--- src/rtl/booth_r4_mul_unit.sv ---
// Iterative radix-4 Booth multiplier for the RV32M/RV64M multiply family (MUL/MULH/MULHSU/MULHU).
// Retires one Booth digit per clock and uses a start/busy/valid handshake with a kill abort.
module booth_r4_mul_unit #(
  parameter int WIDTH = 32
) (
  input  logic             clk,
  input  logic             rst,
  input  logic             start,
  input  logic [1:0]       op,
  input  logic [WIDTH-1:0] rs1,
  input  logic [WIDTH-1:0] rs2,
  input  logic             kill,
  output logic [WIDTH-1:0] result,
  output logic             valid,
  output logic             busy
);

  localparam int N_ITER = (WIDTH + 2) / 2;
  localparam int EXT_W  = WIDTH + 2;
  localparam int ACC_W  = 2 * WIDTH + 4;
  localparam int CNT_W  = $clog2(N_ITER + 1);
  localparam logic [CNT_W-1:0] LAST_CNT = CNT_W'(N_ITER - 1);

  localparam logic [1:0] OP_MUL    = 2'b00;
  localparam logic [1:0] OP_MULHSU = 2'b10;
  localparam logic [1:0] OP_MULHU  = 2'b11;

  typedef enum logic [1:0] {
    IDLE = 2'b00,
    RUN  = 2'b01,
    DONE = 2'b10
  } state_t;

  state_t                    state_q, state_d;
  logic [1:0]                op_q, op_d;
  logic signed [ACC_W-1:0]   mcand_q, mcand_d;
  logic [EXT_W:0]            mplier_q, mplier_d;
  logic signed [ACC_W-1:0]   acc_q, acc_d;
  logic [CNT_W-1:0]          cnt_q, cnt_d;
  logic [WIDTH-1:0]          result_q, result_d;
  logic                      valid_q, valid_d;
  logic                      busy_q, busy_d;

  logic signed [EXT_W-1:0]   mcand_ext;
  logic signed [EXT_W-1:0]   mplier_ext;

  // Sign- or zero-extend an operand by two bits so the top Booth digit sees a proper sign.
  function automatic logic signed [EXT_W-1:0] ext_operand(
    input logic [WIDTH-1:0] v,
    input logic             is_signed
  );
    logic sign_bit;
    sign_bit = is_signed & v[WIDTH-1];
    return {{2{sign_bit}}, v};
  endfunction

  // Booth digit decode: selects 0, +-M or +-2M as a full-width two's complement partial product.
  function automatic logic signed [ACC_W-1:0] booth_pp(
    input logic [2:0]              dig,
    input logic signed [ACC_W-1:0] m
  );
    logic signed [ACC_W-1:0] pp;
    case (dig)
      3'b001, 3'b010: pp = m;
      3'b011:         pp = m <<< 1;
      3'b100:         pp = -(m <<< 1);
      3'b101, 3'b110: pp = -m;
      default:        pp = '0;
    endcase
    return pp;
  endfunction

  function automatic logic [WIDTH-1:0] select_half(
    input logic [1:0]              sel_op,
    input logic signed [ACC_W-1:0] acc
  );
    return (sel_op == OP_MUL) ? acc[WIDTH-1:0] : acc[2*WIDTH-1:WIDTH];
  endfunction

  assign mcand_ext  = ext_operand(rs1, op != OP_MULHU);
  assign mplier_ext = ext_operand(rs2, (op != OP_MULHSU) && (op != OP_MULHU));

  always_comb begin
    state_d  = state_q;
    op_d     = op_q;
    mcand_d  = mcand_q;
    mplier_d = mplier_q;
    acc_d    = acc_q;
    cnt_d    = cnt_q;
    result_d = result_q;
    valid_d  = 1'b0;
    busy_d   = busy_q;

    case (state_q)
      IDLE: begin
        if (start && !kill) begin
          op_d     = op;
          mcand_d  = {{(ACC_W-EXT_W){mcand_ext[EXT_W-1]}}, mcand_ext};
          mplier_d = {mplier_ext, 1'b0};
          acc_d    = '0;
          cnt_d    = '0;
          busy_d   = 1'b1;
          state_d  = RUN;
        end
      end

      // Each RUN edge consumes the low three multiplier bits; the multiplicand
      // shifts up by one radix-4 weight so the next digit lands at 4^(i+1).
      RUN: begin
        if (kill) begin
          busy_d  = 1'b0;
          state_d = IDLE;
        end else begin
          acc_d    = acc_q + booth_pp(mplier_q[2:0], mcand_q);
          mcand_d  = mcand_q <<< 2;
          mplier_d = mplier_q >> 2;
          cnt_d    = cnt_q + 1'b1;
          if (cnt_q == LAST_CNT) begin
            state_d = DONE;
          end
        end
      end

      DONE: begin
        busy_d  = 1'b0;
        state_d = IDLE;
        if (!kill) begin
          result_d = select_half(op_q, acc_q);
          valid_d  = 1'b1;
        end
      end

      default: begin
        busy_d  = 1'b0;
        state_d = IDLE;
      end
    endcase
  end

  always_ff @(posedge clk) begin
    if (rst) begin
      state_q  <= IDLE;
      op_q     <= '0;
      mcand_q  <= '0;
      mplier_q <= '0;
      acc_q    <= '0;
      cnt_q    <= '0;
      result_q <= '0;
      valid_q  <= 1'b0;
      busy_q   <= 1'b0;
    end else begin
      state_q  <= state_d;
      op_q     <= op_d;
      mcand_q  <= mcand_d;
      mplier_q <= mplier_d;
      acc_q    <= acc_d;
      cnt_q    <= cnt_d;
      result_q <= result_d;
      valid_q  <= valid_d;
      busy_q   <= busy_d;
    end
  end

  // Guard bits above the product only absorb carries; they never reach an output.
  logic unused_acc_guard;
  assign unused_acc_guard = ^acc_q[ACC_W-1:2*WIDTH];

  assign result = result_q;
  assign valid  = valid_q;
  assign busy   = busy_q;

endmodule

--- config.mk ---
export PLATFORM = sky130hd
export DESIGN_NAME = booth_r4_mul_unit
export DESIGN_NICKNAME = d
export VERILOG_FILES = /design/src/rtl/booth_r4_mul_unit.sv
export SDC_FILE = /design/constraint.sdc
export NUM_CORES = 1
export LEC_CHECK = 0
export BUFFER_PORTS_ARGS = -buffer_cell sky130_fd_sc_hd__buf_4
export CORE_UTILIZATION = 45
export CTS_CLUSTER_DIAMETER = 150
export DETAILED_ROUTE_END_ITERATION = 7
export GPL_TIMING_DRIVEN = 0
export PLACE_DENSITY_LB_ADDON = 0.25
export SLEW_MARGIN = 20
export SYNTH_ARGS = -nofsm -noshare
export SYNTH_HDL_FRONTEND = slang
export SYNTH_SLANG_ARGS = --single-unit
export TNS_END_PERCENT = 100
--- constraint.sdc ---
create_clock -name clk -period 6.9 [get_ports clk]
set_input_delay 0.345 -clock clk [delete_from_list [all_inputs] [get_ports clk]]
set_output_delay 0.345 -clock clk [all_outputs]
set_load 0.03 [all_outputs]
==> results of run 1 <==
[logic make-up (layout without fill, tap and decap cells)]
group	Yosys count	after routing	share of synthesized area, %
compound gates	636	636	27.1
simple gates	721	721	21.5
buf+inv	216	360	5.46
fa+ha+maj	67	67	5.54
flops	205	205	26.9
mux	71	71	4.71
xor+xnor	153	153	8.78
[synthesized netlist by cell type (all sizes together), types with 4 or more instances]
cell type	count
xnor2	77
mux2i	65
o21ai	165
clkbuf	164
and2	6
ha	66
or2	7
a21boi	4
o211ai	6
a311oi	35
buf	28
nor2	213
a21oi	122
o221ai	9
a221o	5
nor3	33
nand4	18
nand2	252
dfxtp	205
a31oi	52
o21a	8
a21o	28
o21bai	11
or4	12
a211oi	72
a221oi	25
and3	11
xor2	76
nor2b	18
o31ai	7
nor4	6
a22oi	60
inv	24
nand3	79
or3	38
mux2	6
nand2b	18
a31o	4
[per-layer routing]
| metal | up-vias | GRT usage [%] | wire length (um) |
|---|---|---|---|
| met5 | - | 0 | 0 |
| met4 | 0 | 13.6 | 2700 |
| met2 | 778 | 50.9 | 24300 |
| met3 | 145 | 5.06 | 4880 |
| li1 | 7761 | - | - |
| met1 | 7734 | 43.6 | 24300 |
[how the worst min path moves through the flow]
| stage | startpoint | to | depth (start not counted) |
|---|---|---|---|
| detailed placement | busy$_SDFFE_PP0P_ | busy$_SDFFE_PP0P_ | 2 |
| floorplan | kill | state_q[0]$_SDFFE_PP0P_ | 1 |
| global placement | busy$_SDFFE_PP0P_ | busy$_SDFFE_PP0P_ | 2 |
| CTS | kill | state_q[0]$_SDFFE_PP0P_ | 2 |
| finish | kill | state_q[0]$_SDFFE_PP0P_ | 2 |
| global route | kill | state_q[0]$_SDFFE_PP0P_ | 2 |
[power breakdown]
group | internal (uW) | switching (uW)
combinational | 281 | 532
sequential | 1230 | 38.2
clock | 768 | 541
[stage by stage]
| step | worst slack, ns | area, um^2 |
|---|---|---|
| floorplan | 1.44 | 15300 |
| global placement | 0.145 | 16600 |
| detailed placement | 0.144 | 16600 |
| CTS | 0.132 | 17400 |
| global route | 0.0115 | 17400 |
| finish | 0.287 | 17400 |
[cells in the final DEF, fill, tap and decap left out, types with 6 or more instances in the layout]
cell type | netlist | routed
buf_1 | 22 | 22
a31oi_1 | 52 | 52
nand3_1 | 79 | 79
or4_1 | 11 | 11
and2_1 | 6 | 6
o211ai_1 | 6 | 6
a22oi_1 | 60 | 60
nand2b_1 | 18 | 18
or3_1 | 36 | 36
a221oi_1 | 24 | 24
nand4_1 | 18 | 18
buf_4 | 1 | 103
and3_1 | 11 | 11
nand2_1 | 251 | 251
a21oi_1 | 122 | 122
clkbuf_1 | 164 | 170
mux2i_1 | 65 | 65
xor2_1 | 76 | 76
a311oi_1 | 35 | 35
a211oi_1 | 72 | 71
o21bai_1 | 11 | 11
clkbuf_16 | 0 | 25
nor2_1 | 213 | 213
mux2_2 | 6 | 6
o21ai_0 | 162 | 160
xnor2_1 | 77 | 77
nor3_1 | 33 | 32
inv_1 | 24 | 24
o21a_1 | 8 | 8
nor2b_1 | 18 | 18
dfxtp_1 | 205 | 205
o221ai_1 | 9 | 9
or2_2 | 6 | 6
o31ai_1 | 7 | 6
a21o_1 | 28 | 28
ha_1 | 66 | 66
[flip-flops by register name, indices dropped and copies added (netlist names)]
name	flops
acc_q	64
busy	1
state_q	2
result	32
op_q	2
mplier_q	34
valid	1
cnt_q	5
mcand_q	64
[layout make-up]
type / instances / area share, %
clock buffer: 34 / 3.96
sequential: 205 / 23.6
timing repair buffer: 102 / 4.40
buffer: 192 / 4.27
tap: 448 / 3.22
clock inverter: 8 / 0.554
multi-input combinational: 1648 / 59.5
inverter: 24 / 0.518
==> run summary, run 1 <==
sequential-to-total area share from yosys stat: 26.9%
total number of vias: 16,418
Tot GR Track Use: 32.3%
Layout fillers: 3,344
Top FF cell, synth: dfxtp_1
crit path max fanout: 8
Boundary Pins: 104
clock slew at reported path FFs: 0.06 ns
Avg Vias per Cell: 6.17
first-pass GRT wire length: 86.3 mm
CTS tree: done
Final Routed Wirelength: 56.2 mm
largest cells by area after synthesis: dfxtp_1 27%, nand2_1 6.2%, ha_1 5.4%, o21ai_0 5.3%, nor2_1 5.2%
Final Hold Violating Endpoints: 0
Die Area: 34,600 um^2
final worst-path cycle share: 95.8%
Seq cells post-synth: 205
R2R Setup Slk: 0.29 ns
RR Endpoint: acc_q[62]$_SDFFE_PP0P_
Max Cap Violations: 0
Placer Congestion: 0.993
Yosys top cell by area: dfxtp_1
Max IR drop VDD: 172 uV
clk sinks: 205
Worst-Skew Late Latency: 0.56 ns
Bufs and invs on worst path: 1
# diodes: 0
crit end category: flop
Unique masters post-synth: 71
Hold Path Class: in2reg
Die Y: 186 um
Rows: 67
root buffer cell: clkbuf_16
Fmax: 151 MHz
crit path kind: reg2reg
share of post-route cells with drive strength above 1: 7.91%
Synth top area share: 26.9%
Tot Pwr: 3390 uW
fin. max-slew vios: 0
critical-path cell list: clkbuf_1 -> or3_1 -> nor4_1 -> nand2_1 -> or3_1 -> nor3_1 -> xor2_1 -> o221ai_1 -> ha_1 -> a21oi_1 -> o21ai_0 -> a221oi_1 -> nand2_1 -> o21ai_0 -> a2111oi_0 -> nor2_1 -> nor4_1 -> or4_1 -> nand3_1
WHS: 0.0182 ns
hold buffers post-CTS: 0
Cell Area, Synth: 15,300 um^2
Die X: 186 um
DR iter-0 viols: 1,588
slowest CP cell: nor4_1
post-cts sizing count: 0
outcome: finished, final reports clean
cts bufs inserted: 25
FFs w/ async S/R, synth: 0%
Syn Inst Count: 2,069
Core Area: 33,400 um^2
largest net degree at the start of global routing: 13
post-CTS setup buffer count: 0
Setup TNS Final: 0 ns
RSZ-0062 raised after global routing: no
Routed WL per cell: 21.1 um
Largest stage delay, worst path: 0.79 ns
initial core utilization: 45.6%
CTS max path bufs: 3
DRT Pass-1 Iters: 7
final core occ: 52.0%
critical path endpoint: acc_q[62]$_SDFFE_PP0P_
EDFF count, synth: 0
GRT Residual Overflow: 0
kind of cell adding the most delay to the critical path: simple AND/OR/NAND/NOR gates
clock skew: 0.0187 ns
Area growth syn-to-layout: 14.0%
Post-DP HPWL: 43.4 mm
Post-Place Cells: 2,619
Worst Setup SP: mcand_q[6]$_SDFFE_PP0P_
post-route ant nets: 0
H-tree Lvls: 1
Mapped Nets: 2,206
pwr dens: 195 nW/um^2
sequential cell area: 4100 um^2
Leakage: 0.00668 uW
Startpoint Class: flop
Worst Tran Pin Value: 1.03 ns
relative max-transition margin: 30.9%
Reg2Reg Depth: 19
WP data required: 7.39 ns
Final Setup Violations: 0
initial antenna violation count: 0
Synth warnings: 0
vias in the first global route: 15,138
layout net count: 2,335
critical path depth in cells: 19
critical path arrival: 7.10 ns
worst reg2reg startpoint: mcand_q[6]$_SDFFE_PP0P_
area of the multi-input gates: 10,300 um^2
I/O Buffers: 102
post-layout min period: 6.61 ns
DR DRC count: 0
Avg Synthesized Cell Area: 7.37 um^2
Finished Layout Cells: 2,661
Power figures use the tool's default switching activity.
==> inputs of run 2 (changes only) <==
--- a/config.mk
+++ b/config.mk
@@ -6,6 +6,8 @@
 export NUM_CORES = 1
 export LEC_CHECK = 0
 export BUFFER_PORTS_ARGS = -buffer_cell sky130_fd_sc_hd__buf_4
+export CELL_PAD_IN_SITES_DETAIL_PLACEMENT = 1
+export CELL_PAD_IN_SITES_GLOBAL_PLACEMENT = 1
 export CORE_UTILIZATION = 45
 export CTS_CLUSTER_DIAMETER = 150
 export DETAILED_ROUTE_END_ITERATION = 7
==> run summary, run 2 (synthesis gave the netlist of run 1 again) <==
GRT Max-Usage Layer: met2
WP data required: 7.40 ns
Die Y: 186 um
outcome: finished, final reports clean
initial antenna violation count: 2
grt met2 use: 60.3%
Worst Tran Pin Value: 1.06 ns
part of the power in registers: 36.1%
Max Cap Violations: 0
Post-DP HPWL: 48.3 mm
RSZ-0062 raised after global routing: yes
I/O Buffers: 102
DRT Pass-1 Iters: 6
Final Routed Wirelength: 63.2 mm
routing usage on met1: 47.2%
R2R Setup Slk: 0.29 ns
first-pass GRT wire length: 97.6 mm
clock power share: 40.0%
clk sinks: 205
Core Area: 33,400 um^2
CTS max path bufs: 3
clock slew at reported path FFs: 0.06 ns
post-route ant nets: 0
GRT Residual Overflow: 0
Max IR drop VDD: 188 uV
hold depth: 2
Tot GR Track Use: 36.7%
P_sw: 1160 uW
fin. max-slew vios: 0
root buffer cell: clkbuf_16
Die X: 186 um
slowest CP cell: or4_4
highest-count cells in the layout ignoring fill and taps: 251 x nand2_1, 212 x nor2_1, 205 x dfxtp_1, 165 x clkbuf_1, 159 x o21ai_0
Worst-Skew Late Latency: 0.57 ns
DR iter-0 viols: 1,386
crit path kind: reg2reg
largest net degree at the start of global routing: 13
relative max-transition margin: 29.2%
Rows: 67
Final Hold Violating Endpoints: 0
Largest stage delay, worst path: 0.55 ns
setup ws final: 0.288 ns
Reg2Reg Depth: 22
Routed WL per cell: 23.7 um
Int Power: 2370 uW
H-tree Lvls: 1
CP most frequent cell: a21oi_1
post-layout min period: 6.61 ns
layout net count: 2,334
Hold Path Class: in2reg
final worst-path cycle share: 95.8%
combinational share of power: 23.9%
met3 usage: 5.45%
initial core utilization: 45.6%
Avg Vias per Cell: 6.32
critical path arrival: 7.12 ns
vias in the first global route: 16,935
Largest regs: acc_q x64, mcand_q x64, mplier_q x34
Placer Congestion: 0.981
Startpoint Class: flop
CTS tree: done
Sw Share: 32.8%
Leakage: 0.00675 uW
clock skew: 0.0220 ns
Boundary Pins: 104
Layout fillers: 4,230
Fmax: 151 MHz
crit path max fanout: 10
cts bufs inserted: 26
final core occ: 52.4%
Final Setup Violations: 0
critical-path cell list: inv_1 -> ha_1 -> or3b_4 -> or4_4 -> nand2b_1 -> or3_1 -> nor3_2 -> nand2_1 -> xor2_1 -> a221oi_1 -> a21oi_1 -> ha_1 -> a21o_1 -> a211oi_1 -> o21ai_0 -> a221o_1 -> o21bai_1 -> a21oi_1 -> a31oi_1 -> a21oi_1 -> or4_1 -> nand3_1
share of post-route cells with drive strength above 1: 8.45%
total number of vias: 16,837
Area growth syn-to-layout: 14.9%
most common cell after layout, fill and taps aside: nand2_1
Setup WS pre-CTS: -0.288 ns
pwr dens: 201 nW/um^2
Die Area: 34,600 um^2
crit end category: flop
DR DRC count: 0
run 2: cell count changes in the layout (fill, tap and decap cells not counted), moves of 2 or more:
cell | before | now
o21ai_2 | 0 | 2
clkbuf_8 | 3 | 10
nor4_1 | 5 | 3
clkbuf_16 | 25 | 27
clkbuf_1 | 170 | 165
run 2: cell type report:
type | instances | area [um^2] | share of cell area [%]
multi-input combinational | 1648 | 10400 | 59.3
sequential | 205 | 4100 | 23.4
clock buffer | 41 | 828 | 4.73
timing repair buffer | 103 | 773 | 4.41
buffer | 189 | 732 | 4.18
tap | 448 | 561 | 3.20
inverter | 24 | 90.1 | 0.514
clock inverter | 4 | 45.0 | 0.257
antenna | 1 | 2.50 | 0.0143
run 2: per-stage QoR:
step / hold WS (ns) / cell area, um^2 / std cells / TNS [ns] / total power, uW
final: 0.0346 / 17500 / 2663 / 0 / 3520
after global routing: 0.0306 / 17500 / 2662 / -0.00918 / 3650
after CTS: 0.0172 / 17500 / 2664 / 0 / 3510
after detailed placement: 0.484 / 16600 / 2619 / -0.572 / 2110
after global placement: 0.473 / 16600 / 2619 / -0.417 / 2080
after floorplan: 0.423 / 15300 / 2069 / 0 / 1830
run 2: final timing paths:
check,startpoint,endpoint
hold / removal,kill,state_q[0]$_SDFFE_PP0P_
hold reg to reg,acc_q[33]$_SDFFE_PP0P_,acc_q[33]$_SDFFE_PP0P_
setup / recovery,mcand_q[1]$_SDFFE_PP0P_,acc_q[60]$_SDFFE_PP0P_
setup reg to reg,mcand_q[1]$_SDFFE_PP0P_,acc_q[60]$_SDFFE_PP0P_
run 2: routing by layer:
metal / routed length, um / vias up
li1: - / 7755
met2: 28800 / 651
met4: 2900 / 2
met5: 13 / -
met3: 4150 / 169
met1: 27300 / 8260
run 2: timing repair:
item,4_1_cts,5_1_grt
endpoints found under the hold margin,0,0
setup endpoints to repair,5,22
pin swaps,0,1
hold buffers,0,0
buffers inserted,0,1
cloned,0,0
resized for setup,4,13
run 2: worst max-delay path, delay by kind of cell (launching register included):
kind                       cells  cell delay, ns
adders and majority gates      2            0.68
buffers and inverters          1            0.14
AOI/OAI and AO/OA             10            2.55
and+or+nand+nor                8            2.68
xor gates and xnor gates       1            0.16
DFF                            1            0.35
run 2: power groups by stage:
stage	clock, uW	combinational [uW]	sequential (uW)
finish	1410	841	1270
global route	1470	905	1280
detailed placement	0	811	1300
CTS	1420	816	1270
global placement	0	782	1290
floorplan	0	552	1280
==> inputs of run 3 (changes only) <==
--- a/config.mk
+++ b/config.mk
@@ -12,7 +12,7 @@
 export CTS_CLUSTER_DIAMETER = 150
 export DETAILED_ROUTE_END_ITERATION = 7
 export GPL_TIMING_DRIVEN = 0
-export PLACE_DENSITY_LB_ADDON = 0.25
+export PLACE_DENSITY = 0.87
 export SLEW_MARGIN = 20
 export SYNTH_ARGS = -nofsm -noshare
 export SYNTH_HDL_FRONTEND = slang
==> run summary, run 3 (synthesis gave the netlist of run 1 again) <==
Setup WS pre-CTS: -0.00912 ns
first-pass GRT wire length: 97.6 mm
# diodes: 0
relative max-transition margin: 28.5%
R2R Setup Slk: 0.18 ns
post-CTS setup buffer count: 0
fin. max-slew vios: 0
GRT Residual Overflow: 0
crit end category: flop
highest-count cells in the layout ignoring fill and taps: 251 x nand2_1, 212 x nor2_1, 205 x dfxtp_1, 162 x clkbuf_1, 160 x o21ai_0
final worst-path cycle share: 97.4%
Rows: 67
Placer Congestion: 1.01
Max IR drop VDD: 185 uV
critical path arrival: 7.23 ns
clock skew: 0.0184 ns
H-tree Lvls: 1
Worst Setup SP: mcand_q[6]$_SDFFE_PP0P_
area of the multi-input gates: 10,400 um^2
DR DRC count: 0
Die Y: 186 um
Avg Vias per Cell: 6.35
Die Area: 34,600 um^2
Leakage: 0.00674 uW
post-route ant nets: 0
Worst-Skew Late Latency: 0.57 ns
Largest regs: acc_q x64, mcand_q x64, mplier_q x34
Core Area: 33,400 um^2
Final Hold Violating Endpoints: 0
critical-path cell list: clkbuf_1 -> or3_1 -> nor4_2 -> nand2_1 -> or3_1 -> nor3_1 -> xor2_1 -> o221ai_1 -> ha_1 -> a21oi_1 -> o21ai_0 -> a221oi_1 -> nand2_1 -> o21ai_0 -> a2111oi_1 -> nor2_2 -> nor4_2 -> or4_1 -> nand3_1
slowest CP cell: nor4_2
crit path kind: reg2reg
Die X: 186 um
WHS: 0.0270 ns
sequential cell area: 4100 um^2
initial antenna violation count: 1
Routed WL per cell: 24.0 um
CTS tree: done
Tot Pwr: 3640 uW
Area growth syn-to-layout: 15.2%
crit path max fanout: 8
Max Cap Violations: 0
Boundary Pins: 104
WP data required: 7.40 ns
Final Routed Wirelength: 63.9 mm
DRT Pass-1 Iters: 8
largest net degree at the start of global routing: 13
Fmax: 149 MHz
Post-DP HPWL: 49.2 mm
outcome: finished, final reports clean
worst reg2reg startpoint: mcand_q[6]$_SDFFE_PP0P_
Layout fillers: 4,261
Startpoint Class: flop
post-layout min period: 6.72 ns
pwr dens: 207 nW/um^2
total number of vias: 16,905
DR iter-0 viols: 1,442
clk sinks: 205
root buffer cell: clkbuf_16
Tot GR Track Use: 36.7%
Hold Path Class: in2reg
Hold Path Origin: kill
share of post-route cells with drive strength above 1: 8.58%
cts bufs inserted: 27
clock slew at reported path FFs: 0.06 ns
vias in the first global route: 16,815
Final Setup Violations: 0
CTS max path bufs: 3
Worst Tran Pin Value: 1.06 ns
Largest stage delay, worst path: 0.62 ns
layout net count: 2,334
I/O Buffers: 102
initial core utilization: 45.6%
setup ws final: 0.176 ns
most common cell after layout, fill and taps aside: nand2_1
==> run 3: changes by cell type in the layout (fill, tap and decap cells not counted), sizes merged <==
cell | before | now
clkinv | 3 | 6
bufinv | 1 | 4
diode | 1 | 0
clkbuf | 202 | 194
buf | 131 | 130
clkinvlp | 0 | 4
==> run 3: worst max-delay path: cells and delay by family (launching register included) <==
family / cells / cell delay [ns]
compound gates: 6 / 2.19
buf+inv: 1 / 0.21
flops: 1 / 0.29
xor+xnor: 1 / 0.14
simple gates: 10 / 3.42
fa+ha+maj: 1 / 0.40
==> run 3: cell type report <==
type,instances,area share (%)
Inverter,24,0.513
Timing Repair Buffer,102,4.36
Clock buffer,33,4.26
Tap cell,448,3.19
Clock inverter,14,1.07
Sequential cell,205,23.4
Buffer,189,4.17
Multi-Input combinational cell,1648,59.1
==> run 3: power by group <==
part	switching (uW)	internal, uW
Sequential	39.2	1230
Clock	603	916
Combinational	569	283
Total	1210	2430
==> run 3: per-layer routing <==
layer	wire length, um	GRT usage [%]
met1	27900	48.1
met2	29200	60.3
met3	3650	4.42
met4	3110	16.9
met5	13	0
==> run 3: path summary, 6_finish.rpt <==
| check | endpoint | cells after the start |
|---|---|---|
| setup / recovery | acc_q[62]$_SDFFE_PP0P_ | 19 |
| hold / removal | state_q[0]$_SDFFE_PP0P_ | 2 |
| setup reg to reg | acc_q[62]$_SDFFE_PP0P_ | 19 |
| hold reg to reg | acc_q[29]$_SDFFE_PP0P_ | 2 |
==> run 3: stage by stage <==
step / instance area [um^2] / util [%] / setup TNS (ns) / instances
floorplan: 15300 / - / 0 / 2069
global placement: 16600 / 49.6 / -0.0358 / 2619
detailed placement: 16600 / 49.6 / -0.0141 / 2619
CTS: 17500 / 52.4 / 0 / 2666
global route: 17600 / 52.5 / -0.0348 / 2663
finish: 17600 / 52.5 / 0 / 2663
==> run 3: repair_timing <==
item / CTS / global route
endpoints found under the setup margin: 3 / 21
hold buffers: 0 / 0
gates resized for setup: 2 / 12
